### src/rtl/centroid_div_scheduler_pkg.sv
// Shared widths, frame limits and scheduler state encoding for the k-means
// centroid divide pass.
package kmeans_pkg;
    localparam int NUM_CENTROIDS = 7;
    localparam int FRAME_WIDTH   = 320;
    localparam int FRAME_HEIGHT  = 180;
    localparam int COORD_X_W     = 9;
    localparam int COORD_Y_W     = 8;
    localparam int SUM_W         = 24;
    localparam int DIV_WIDTH     = SUM_W;
    localparam int NB_W          = 3;
    localparam int JOB_W         = 4;

    typedef enum logic [2:0] {IDLE, SELECT, ISSUE, WAIT, NEXT, DONE} div_sched_state_t;
endpackage

### src/rtl/centroid_div_scheduler_if.sv
// Request/result bundle between the iteration controller and the divide scheduler.
interface centroid_div_scheduler_if;
    import kmeans_pkg::*;

    logic                                       start_in;
    logic [NB_W-1:0]                            num_balls_in;
    logic [NUM_CENTROIDS-1:0][COORD_X_W-1:0]    centroids_x_in;
    logic [NUM_CENTROIDS-1:0][COORD_Y_W-1:0]    centroids_y_in;
    logic [NUM_CENTROIDS-1:0][SUM_W-1:0]        x_sum_in;
    logic [NUM_CENTROIDS-1:0][SUM_W-1:0]        y_sum_in;
    logic [NUM_CENTROIDS-1:0][SUM_W-1:0]        mass_in;
    logic                                       busy_out;
    logic                                       done_out;
    logic                                       converged_out;
    logic [NUM_CENTROIDS-1:0][COORD_X_W-1:0]    centroids_x_out;
    logic [NUM_CENTROIDS-1:0][COORD_Y_W-1:0]    centroids_y_out;

    modport master (
        output start_in, num_balls_in, centroids_x_in, centroids_y_in,
               x_sum_in, y_sum_in, mass_in,
        input  busy_out, done_out, converged_out, centroids_x_out, centroids_y_out
    );

    modport slave (
        input  start_in, num_balls_in, centroids_x_in, centroids_y_in,
               x_sum_in, y_sum_in, mass_in,
        output busy_out, done_out, converged_out, centroids_x_out, centroids_y_out
    );
endinterface

### src/rtl/centroid_div_scheduler_divider.sv
// Iterative restoring unsigned divider: one quotient bit per cycle, one request
// in flight, divide-by-zero reported through error_out.
module divider #(
    parameter int WIDTH = 24
) (
    input  logic             clk_in,
    input  logic             rst_in,
    input  logic             data_valid_in,
    input  logic [WIDTH-1:0] dividend_in,
    input  logic [WIDTH-1:0] divisor_in,
    output logic [WIDTH-1:0] quotient_out,
    output logic             data_valid_out,
    output logic             error_out,
    output logic             busy_out
);
    localparam int CW = $clog2(WIDTH);

    logic [CW-1:0]  cnt;
    logic [WIDTH:0] rem;
    logic [WIDTH-1:0] quo;
    logic [WIDTH-1:0] dvsr;
    logic [WIDTH:0] shifted;
    logic           ge;

    // Partial remainder is one bit wider so the shifted value never overflows.
    assign shifted = {rem[WIDTH-1:0], quo[WIDTH-1]};
    assign ge      = shifted >= {1'b0, dvsr};

    always_ff @(posedge clk_in or posedge rst_in) begin
        if (rst_in) begin
            cnt            <= '0;
            rem            <= '0;
            quo            <= '0;
            dvsr           <= '0;
            busy_out       <= 1'b0;
            data_valid_out <= 1'b0;
            error_out      <= 1'b0;
        end else begin
            data_valid_out <= 1'b0;
            if (!busy_out) begin
                if (data_valid_in) begin
                    if (divisor_in == '0) begin
                        quo            <= '0;
                        rem            <= '0;
                        error_out      <= 1'b1;
                        data_valid_out <= 1'b1;
                    end else begin
                        quo       <= dividend_in;
                        rem       <= '0;
                        dvsr      <= divisor_in;
                        cnt       <= '0;
                        error_out <= 1'b0;
                        busy_out  <= 1'b1;
                    end
                end
            end else begin
                rem <= ge ? shifted - {1'b0, dvsr} : shifted;
                quo <= {quo[WIDTH-2:0], ge};
                cnt <= cnt + 1'b1;
                if (cnt == CW'(WIDTH - 1)) begin
                    busy_out       <= 1'b0;
                    data_valid_out <= 1'b1;
                end
            end
        end
    end

    assign quotient_out = quo;
endmodule

### src/rtl/centroid_div_scheduler.sv
// Time-shares a single divider over every centroid x/y division of a k-means
// iteration and reports new centroids plus a convergence flag.
module centroid_div_scheduler
    import kmeans_pkg::*;
(
    input  logic                     clk_in,
    input  logic                     rst_in,
    centroid_div_scheduler_if.slave  bus
);
    div_sched_state_t state_q, state_d;

    logic [JOB_W-1:0] job_q;
    logic [NB_W-1:0]  n_q;
    logic [NUM_CENTROIDS-1:0][COORD_X_W-1:0] px_q, cx_q;
    logic [NUM_CENTROIDS-1:0][COORD_Y_W-1:0] py_q, cy_q;
    logic [NUM_CENTROIDS-1:0][SUM_W-1:0]     xs_q, ys_q, ms_q;
    logic busy_q, done_q, conv_q;

    logic                 div_valid;
    logic [DIV_WIDTH-1:0] div_quo;
    logic                 div_dv, div_err, div_busy;

    logic [NB_W-1:0]      cidx;
    logic                 is_y;
    logic [SUM_W-1:0]     cur_sum, cur_mass;
    logic [JOB_W-1:0]     last_job;
    logic                 accept;
    logic [COORD_X_W-1:0] x_sat;
    logic [COORD_Y_W-1:0] y_sat;
    logic [NUM_CENTROIDS-1:0] same;

    // Even jobs divide x, odd jobs divide y, of centroid job/2.
    assign cidx     = job_q[JOB_W-1:1];
    assign is_y     = job_q[0];
    assign cur_sum  = is_y ? ys_q[cidx] : xs_q[cidx];
    assign cur_mass = ms_q[cidx];
    assign last_job = {n_q - 1'b1, 1'b1};
    assign accept   = bus.start_in && !busy_q;

    assign x_sat = (div_quo > DIV_WIDTH'(FRAME_WIDTH - 1))
                 ? COORD_X_W'(FRAME_WIDTH - 1) : div_quo[COORD_X_W-1:0];
    assign y_sat = (div_quo > DIV_WIDTH'(FRAME_HEIGHT - 1))
                 ? COORD_Y_W'(FRAME_HEIGHT - 1) : div_quo[COORD_Y_W-1:0];

    // Inactive centroids never block convergence.
    for (genvar i = 0; i < NUM_CENTROIDS; i++) begin : g_conv
        assign same[i] = (i >= int'(n_q)) || ((cx_q[i] == px_q[i]) && (cy_q[i] == py_q[i]));
    end

    divider #(.WIDTH(DIV_WIDTH)) u_div (
        .clk_in         (clk_in),
        .rst_in         (rst_in),
        .data_valid_in  (div_valid),
        .dividend_in    (cur_sum),
        .divisor_in     (cur_mass),
        .quotient_out   (div_quo),
        .data_valid_out (div_dv),
        .error_out      (div_err),
        .busy_out       (div_busy)
    );

    always_ff @(posedge clk_in or posedge rst_in) begin
        if (rst_in) state_q <= IDLE;
        else        state_q <= state_d;
    end

    always_comb begin
        state_d   = state_q;
        div_valid = 1'b0;
        case (state_q)
            IDLE:   if (accept) state_d = (bus.num_balls_in == '0) ? DONE : SELECT;
            SELECT: state_d = (cur_mass == '0) ? NEXT : ISSUE;
            ISSUE:  if (!div_busy) begin
                        div_valid = 1'b1;
                        state_d   = WAIT;
                    end
            WAIT:   if (div_dv) state_d = NEXT;
            NEXT:   state_d = (job_q == last_job) ? DONE : SELECT;
            DONE:   state_d = IDLE;
            default: state_d = IDLE;
        endcase
    end

    always_ff @(posedge clk_in or posedge rst_in) begin
        if (rst_in) begin
            job_q  <= '0;
            n_q    <= '0;
            px_q   <= '0;
            py_q   <= '0;
            xs_q   <= '0;
            ys_q   <= '0;
            ms_q   <= '0;
            cx_q   <= '0;
            cy_q   <= '0;
            busy_q <= 1'b0;
            done_q <= 1'b0;
            conv_q <= 1'b0;
        end else begin
            done_q <= 1'b0;
            case (state_q)
                IDLE: if (accept) begin
                    n_q    <= bus.num_balls_in;
                    px_q   <= bus.centroids_x_in;
                    py_q   <= bus.centroids_y_in;
                    xs_q   <= bus.x_sum_in;
                    ys_q   <= bus.y_sum_in;
                    ms_q   <= bus.mass_in;
                    cx_q   <= bus.centroids_x_in;
                    cy_q   <= bus.centroids_y_in;
                    job_q  <= '0;
                    busy_q <= 1'b1;
                end
                SELECT: if (cur_mass == '0) begin
                    if (is_y) cy_q[cidx] <= py_q[cidx];
                    else      cx_q[cidx] <= px_q[cidx];
                end
                WAIT: if (div_dv) begin
                    if (is_y) cy_q[cidx] <= div_err ? py_q[cidx] : y_sat;
                    else      cx_q[cidx] <= div_err ? px_q[cidx] : x_sat;
                end
                NEXT: if (job_q != last_job) job_q <= job_q + 1'b1;
                DONE: begin
                    done_q <= 1'b1;
                    busy_q <= 1'b0;
                    conv_q <= &same;
                end
                default: ;
            endcase
        end
    end

    assign bus.busy_out        = busy_q;
    assign bus.done_out        = done_q;
    assign bus.converged_out   = conv_q;
    assign bus.centroids_x_out = cx_q;
    assign bus.centroids_y_out = cy_q;
endmodule

### src/flat_wrapper.sv
// flat-port wrapper written by rule: the top's interface ports become plain ports
module centroid_div_scheduler_flat import kmeans_pkg::*;
  (clk_in, rst_in, bus_start_in, bus_num_balls_in, bus_centroids_x_in, bus_centroids_y_in, bus_x_sum_in, bus_y_sum_in, bus_mass_in, bus_busy_out, bus_done_out, bus_converged_out, bus_centroids_x_out, bus_centroids_y_out);
  centroid_div_scheduler_if bus_i ();
  input  logic clk_in;
  input  logic rst_in;
  input wire logic [$bits(bus_i.start_in)-1:0] bus_start_in;
  input wire logic [$bits(bus_i.num_balls_in)-1:0] bus_num_balls_in;
  input wire logic [$bits(bus_i.centroids_x_in)-1:0] bus_centroids_x_in;
  input wire logic [$bits(bus_i.centroids_y_in)-1:0] bus_centroids_y_in;
  input wire logic [$bits(bus_i.x_sum_in)-1:0] bus_x_sum_in;
  input wire logic [$bits(bus_i.y_sum_in)-1:0] bus_y_sum_in;
  input wire logic [$bits(bus_i.mass_in)-1:0] bus_mass_in;
  output wire logic [$bits(bus_i.busy_out)-1:0] bus_busy_out;
  output wire logic [$bits(bus_i.done_out)-1:0] bus_done_out;
  output wire logic [$bits(bus_i.converged_out)-1:0] bus_converged_out;
  output wire logic [$bits(bus_i.centroids_x_out)-1:0] bus_centroids_x_out;
  output wire logic [$bits(bus_i.centroids_y_out)-1:0] bus_centroids_y_out;
  assign bus_i.start_in = bus_start_in;
  assign bus_i.num_balls_in = bus_num_balls_in;
  assign bus_i.centroids_x_in = bus_centroids_x_in;
  assign bus_i.centroids_y_in = bus_centroids_y_in;
  assign bus_i.x_sum_in = bus_x_sum_in;
  assign bus_i.y_sum_in = bus_y_sum_in;
  assign bus_i.mass_in = bus_mass_in;
  assign bus_busy_out = bus_i.busy_out;
  assign bus_done_out = bus_i.done_out;
  assign bus_converged_out = bus_i.converged_out;
  assign bus_centroids_x_out = bus_i.centroids_x_out;
  assign bus_centroids_y_out = bus_i.centroids_y_out;
  centroid_div_scheduler u_core (.clk_in(clk_in), .rst_in(rst_in), .bus(bus_i));
endmodule
### config.mk
export PLATFORM = sky130hd
export DESIGN_NAME = centroid_div_scheduler_flat
export DESIGN_NICKNAME = d
export VERILOG_FILES = /design/src/rtl/centroid_div_scheduler_pkg.sv /design/src/rtl/centroid_div_scheduler_if.sv /design/src/rtl/centroid_div_scheduler_divider.sv /design/src/rtl/centroid_div_scheduler.sv /design/src/flat_wrapper.sv
export SDC_FILE = /design/constraint.sdc
export NUM_CORES = 2
export LEC_CHECK = 0
export CAP_MARGIN = 20
export CORE_AREA = 2 2 289 291
export CTS_CLUSTER_SIZE = 30
export DETAILED_ROUTE_END_ITERATION = 12
export DIE_AREA = 0 0 291 293
export GPL_TIMING_DRIVEN = 0
export MAX_ROUTING_LAYER = met4
export PLACE_DENSITY = 0.86
export SLEW_MARGIN = 20
export SYNTH_ARGS = -nofsm -noshare
export SYNTH_HDL_FRONTEND = slang
export SYNTH_HIERARCHICAL = 1
export SYNTH_SLANG_ARGS = --single-unit
### constraint.sdc
create_clock -name clk_in -period 29.2 [get_ports clk_in]
set_input_delay 4.38 -clock clk_in [delete_from_list [all_inputs] [get_ports clk_in]]
set_output_delay 4.38 -clock clk_in [all_outputs]
set_load 0.1 [all_outputs]
; ---- Word-level counts from Yosys, hierarchy flattened
; Cells that the tools add are included.
[op_classes]
addsub = 4
n_mul = 0
n_div = 0
magnitude_cmp = 12
n_eq_ne = 32
shift = 0
n_mux = 67
bitwise = 2
n_reduce_logical = 34
[op_table]
columns = operator, count
row1 = $mux 63, 5
row2 = $mux 56, 5
row3 = $mux 24, 10
row4 = $bmux 24 s3, 3
row5 = $pmux 63 s3, 1
row6 = $pmux 56 s3, 1
row7 = $bwmux 63, 2
row8 = $bwmux 56, 2
row9 = $eq 9x9->1, 7
row10 = $eq 8x8->1, 7
row11 = $mux 9, 4
row12 = $mux 8, 4
row13 = $bmux 9 s3, 1
row14 = $demux 9 s3, 1
row15 = $ge 25x24->1, 1
row16 = $bmux 8 s3, 1
row17 = $demux 8 s3, 1
row18 = $gt 24x8->1 const B, 1
row19 = $gt 24x9->1 const B, 1
row20 = $logic_not 24->1, 1
row21 = $sub 24x24->24, 1
row22 = $mux 3, 6
row23 = $mux 5, 3
row24 = $pmux 3 s5, 1
row25 = other kinds (31), 81
[totals]
regBits = 835
latchBits = 0
ram_bits = 0
rom_bits = 0
input_bits = 629
mem_count = 0

; ---- Depth between registers and ports, before layout
[logic_depth]
depth_word = 8
mapped_depth = 19

; ---- By module
; The synthesis kept the hierarchy.
[modules_own_cells]
columns = module, instances, cells_each, area_each_um2, seq_area_each_um2
row1 = centroid_div_scheduler, 1, 4200, 36429.9, 18893.1
row2 = divider, 1, 553, 5024.8, 2001.9

; ---- Worst setup path before layout
; Ideal clock, no wire load.
[synth_path]
kind = input-to-reg
startpoint = in bus_start_in
endpoint = reg u_core.cx_q, in the netlist u_core/bus.centroids_x_out[45]
t_arrival_ns = 6.124
t_required_ns = 29.078
slack_ns = 22.954
cell_stages = 7
path_cell_list = nand2b_1 a2bb2oi_1 nor3_1 o2111ai_1 nor4_1 nor2_1 a22o_1
[synth_between]
elab_chain_cells = 3
[synth_rtl]
columns = element, line_no
row1 = start: declaration, flat_wrapper.sv:7  ; input wire logic [$bits(bus_i.start_in)-1:0] bus_start_in;
row2 = $logic_and 1x1->1, centroid_div_scheduler.sv:38  ; assign accept = bus.start_in && !busy_q;
row3 = $ne 2x1->1 (no line), --
row4 = $reduce_and 6->1 (no line), --
row5 = end signal: assignment, centroid_div_scheduler.sv:108  ; cx_q <= bus.centroids_x_in;
row6 = end signal: indexed assignment, centroid_div_scheduler.sv:115  ; else cx_q[cidx] <= px_q[cidx];
row7 = end signal: indexed assignment, centroid_div_scheduler.sv:119  ; else cx_q[cidx] <= div_err ? px_q[cidx] : x_sat;
row8 = end: declaration, centroid_div_scheduler.sv:14  ; logic [NUM_CENTROIDS-1:0][COORD_X_W-1:0] px_q, cx_q;
; No other way between the ends.
; A chain may end at the register's enable or synchronous reset.

; ---- Worst setup path in the final report
[layout_path]
startpoint = in bus_start_in
endpoint = reg u_core/px_q[15] in the netlist's numbering
[layout_between]
elab_chain_cells = 2
[layout_rtl]
columns = element, line_no
row1 = $logic_and 1x1->1, centroid_div_scheduler.sv:38
row2 = $reduce_and 2->1 (no line), --
row3 = end signal: assignment, centroid_div_scheduler.sv:103  ; px_q <= bus.centroids_x_in;
row4 = end: declaration, centroid_div_scheduler.sv:14
; No other way between the ends.

==> flow_summary.ini <==
[worst_setup_path]
cp_num_buf_inv = 5
cp-start-kind = primary input
cp_max_fo = 10
required_ns = 29.79
cp_cell_sequence = clkdlybuf4s50_1, nand2b_1, a2bb2oi_1, nor2_1, clkbuf_1, nand2_1, clkbuf_1, clkbuf_1, clkbuf_1, nand2_1, nand2_1
slowest_delay_ns = 0.91
critPathSlowestCell = clkbuf_1
cp.arrival_ns = 8.62
worstSetupEndpointType = flop
cp_top_family = buffers and inverters
critical_path_class = in -> reg
crit_top_cell = clkbuf_1

[floorplanning]
die_h_um = 293
die_area_mm2 = 0.08526
initial_utilization = 0.5065
die_x_um = 291
rows = 105
coreArea_mm2 = 0.08185
io_pins = 751

[placed_design]
gp_congestion = 1.088
placed_cell_area_mm2 = 0.05076
dp_cells = 6593
portBuffers = 750
pre_cts_slack_ns = 20.69
dpl.hpwl_mm = 159.9

[sta]
grt_setup_unrepaired = no
final.setup.tns_ns = 0
max_freq_ghz = 0.1245
tightest_slew_ns = 1.299
maxSlewViolCount = 0
final.min_clock_period_ns = 8.031
hold_viol = 0
setup_viol = 0
skew_ns = 0.03668
layout_setup_ws_ns = 21.17
finalCritPeriodShare = 0.2750
maxSlewHeadroom = 0.1306
whs_ns = 0.4698

[logic_synthesis]
ys.warnings.count = 6
syn-mean-instance-area_um2 = 8.722
synth_nets = 5413
synth-edff-count = 0
yosysSeqAreaShare = 0.5040
yosysTopAreaCell = dfrtp_1
netlist_area_mm2 = 0.04145
synth_cell_types = 90
syn_inst = 4753
synth_area_leaders = dfrtp_1, nand2_1, mux2i_1, clkbuf_1, mux2_2
synth_top_area_frac = 0.5040
synth_ff_type = dfrtp_1
synthArstFlopShare = 1.000
synth_seq_cells = 835

[cts]
insertion_delay_ns = 0.67
cts.clk_slew.worst_paths_ns = 0.06
hold_buffers = 0
cts_made_buffers = 89
cts_num_sinks = 835
root_buffer = clkbuf_16
clock_path_buffers = 3
post-cts-setup-buffers = 0
htree_levels = 3
cts_resized = 0
tritoncts = yes

[cells_and_area]
nets = 6276
stdcell_area_mm2 = 0.05390
utilization = 0.6585
drive_above_1_share = 0.06383
fin_cells = 6777
multiInputGateArea_mm2 = 0.01914
area.growth.synth_to_final_pct = 30.01
ff_latch_area_mm2 = 0.02090
final.fill_count = 6735

[global_route]
grt_pass1_vias = 41671
track_usage = 0.4965
grt_max_degree = 106
grt-ovfl-total = 0
grt_pass1_wl_mm = 293.1
antenna_found_initial = 20

[detailed_routing]
drt_wl_total_mm = 209.5
drc = 0
drt-initial-drc-count = 6909
num_vias = 43207
wire_per_inst_um = 30.91
postRouteAntennaNets = 0
detail_route.vias_per_cell = 6.376
dr.pass1.iters = 7

[power_and_ir_drop]
cellPowerDensity_mw_per_mm2 = 138.2
vdd_drop_max_mv = 0.1007
power_mw = 7.448
leakage_nw = 24.84

[worst_hold_path]
min_path_type = reg -> reg

[run]
drv_cap = 0

[status]
status = finished clean
==> worst paths after layout <==
check / cells after the start / to / from / slack, ns
max in group asynchronous: 5 / u_core/ys_q[68] / rst_in / 23.17
hold / removal: 2 / u_core/ms_q[76] / u_core/ms_q[76] / 0.47
setup reg to reg: 14 / u_core/u_div/dvsr[16] / u_core/job_q[2] / 21.33
setup / recovery: 11 / u_core/px_q[15] / bus_start_in / 21.17
hold reg to reg: 2 / u_core/ms_q[76] / u_core/ms_q[76] / 0.47
min in group asynchronous: 2 / u_core/bus.centroids_x_out[57] / rst_in / 4.32
==> cells in the mapped netlist (all sizes together) (50+ instances only) <==
library cell and n:
a31oi 67, buf 62, a221oi 50, xnor2 87, nor2 142, o22a 54, mux2i 99, dfrtp 835
a22oi 63, nand2 2006, inv 68, nand3 68, mux2 80, xor2 53, o21ai 147, a21oi 139
clkbuf 242
==> worst register-to-register path, cell delays in order (launching register included) <==
cell and delay, ns:
dfrtp_1 0.46, buf_2 0.37, clkbuf_1 0.81, buf_2 0.59
buf_2 0.63, buf_1 0.99, clkbuf_1 0.96, mux4_2 0.45
o21a_1 0.22, nor4_1 0.17, nand4_1 0.20, nand3b_1 0.58
nand2_1 0.55, buf_2 0.38, mux2_2 0.38
==> sequential cells by signal, summed over array words and instances, names as in the netlist, 3 cells and up <==
register                    flops
u_core/ys_q                   168
u_core/u_div/cnt                5
u_core/u_div/dvsr              24
u_core/n_q                      3
u_core/u_div/quotient_out      24
u_core/xs_q                   168
u_core/u_div/rem               24
u_core/px_q                    63
u_core/job_q                    4
u_core/bus.centroids_y_out     56
u_core/py_q                    56
u_core/bus.centroids_x_out     63
u_core/ms_q                   168
u_core/state_q                  3
==> area by class of cell <==
class	count	share of cell area
plain buffers	304	0.02342
multi-input cells	3545	0.3552
well taps	1070	0.02484
repair buffers	772	0.1463
diodes	20	0.0009286
clock buffers	127	0.04773
flip-flops and latches	835	0.3877
clock inverters	35	0.008868
inverters	69	0.004991
==> power breakdown <==
group,switching (mW),internal (mW)
Clock,0.502,0.688
Combinational,2.78,1.22
Sequential,0.534,1.72
Total,3.82,3.63
==> per-layer routing <==
| metal | vias to the layer above | part of all wire | global-route usage |
|---|---|---|---|
| met5 | - | 0 | - |
| met4 | 0 | 0.090 | 0.3660 |
| met3 | 965 | 0.12 | 0.1359 |
| met2 | 3672 | 0.43 | 0.7062 |
| met1 | 20844 | 0.36 | 0.6076 |
| li1 | 17726 | - | - |
==> layout by cell type (no fill, tap or decap), types with 13 or more instances in the layout <==
master           instances
a21o_1                  13
a21oi_1                137
a221o_1                 23
a221oi_1                46
a22oi_1                 63
a2bb2oi_1               32
a31oi_1                 67
and2_1                  19
buf_1                   19
buf_2                   35
clkbuf_1               254
clkbuf_16               91
clkbuf_8                16
clkdlybuf4s50_1        748
clkinv_2                17
dfrtp_1                835
diode_2                 20
ha_1                    30
inv_1                   65
mux2_2                  76
mux2i_1                 99
mux4_2                  22
nand2_1               2005
nand2b_1                14
nand3_1                 68
nand4_1                 31
nor2_1                 139
nor2b_1                 35
nor3_1                  34
nor4_1                  22
o21a_1                  14
o21ai_0                140
o22a_1                  54
o22ai_1                 24
xnor2_1                 87
xor2_1                  53
==> kinds of logic after synthesis <==
logic type / share of synthesized area
buffers and inverters: 0.03643
adders and majority gates: 0.009538
and+or+nand+nor: 0.2348
AOI/OAI and AO/OA: 0.1279
DFF: 0.5040
muxes: 0.05777
xor gates and xnor gates: 0.02958
(Power assumes the default switching activity.)
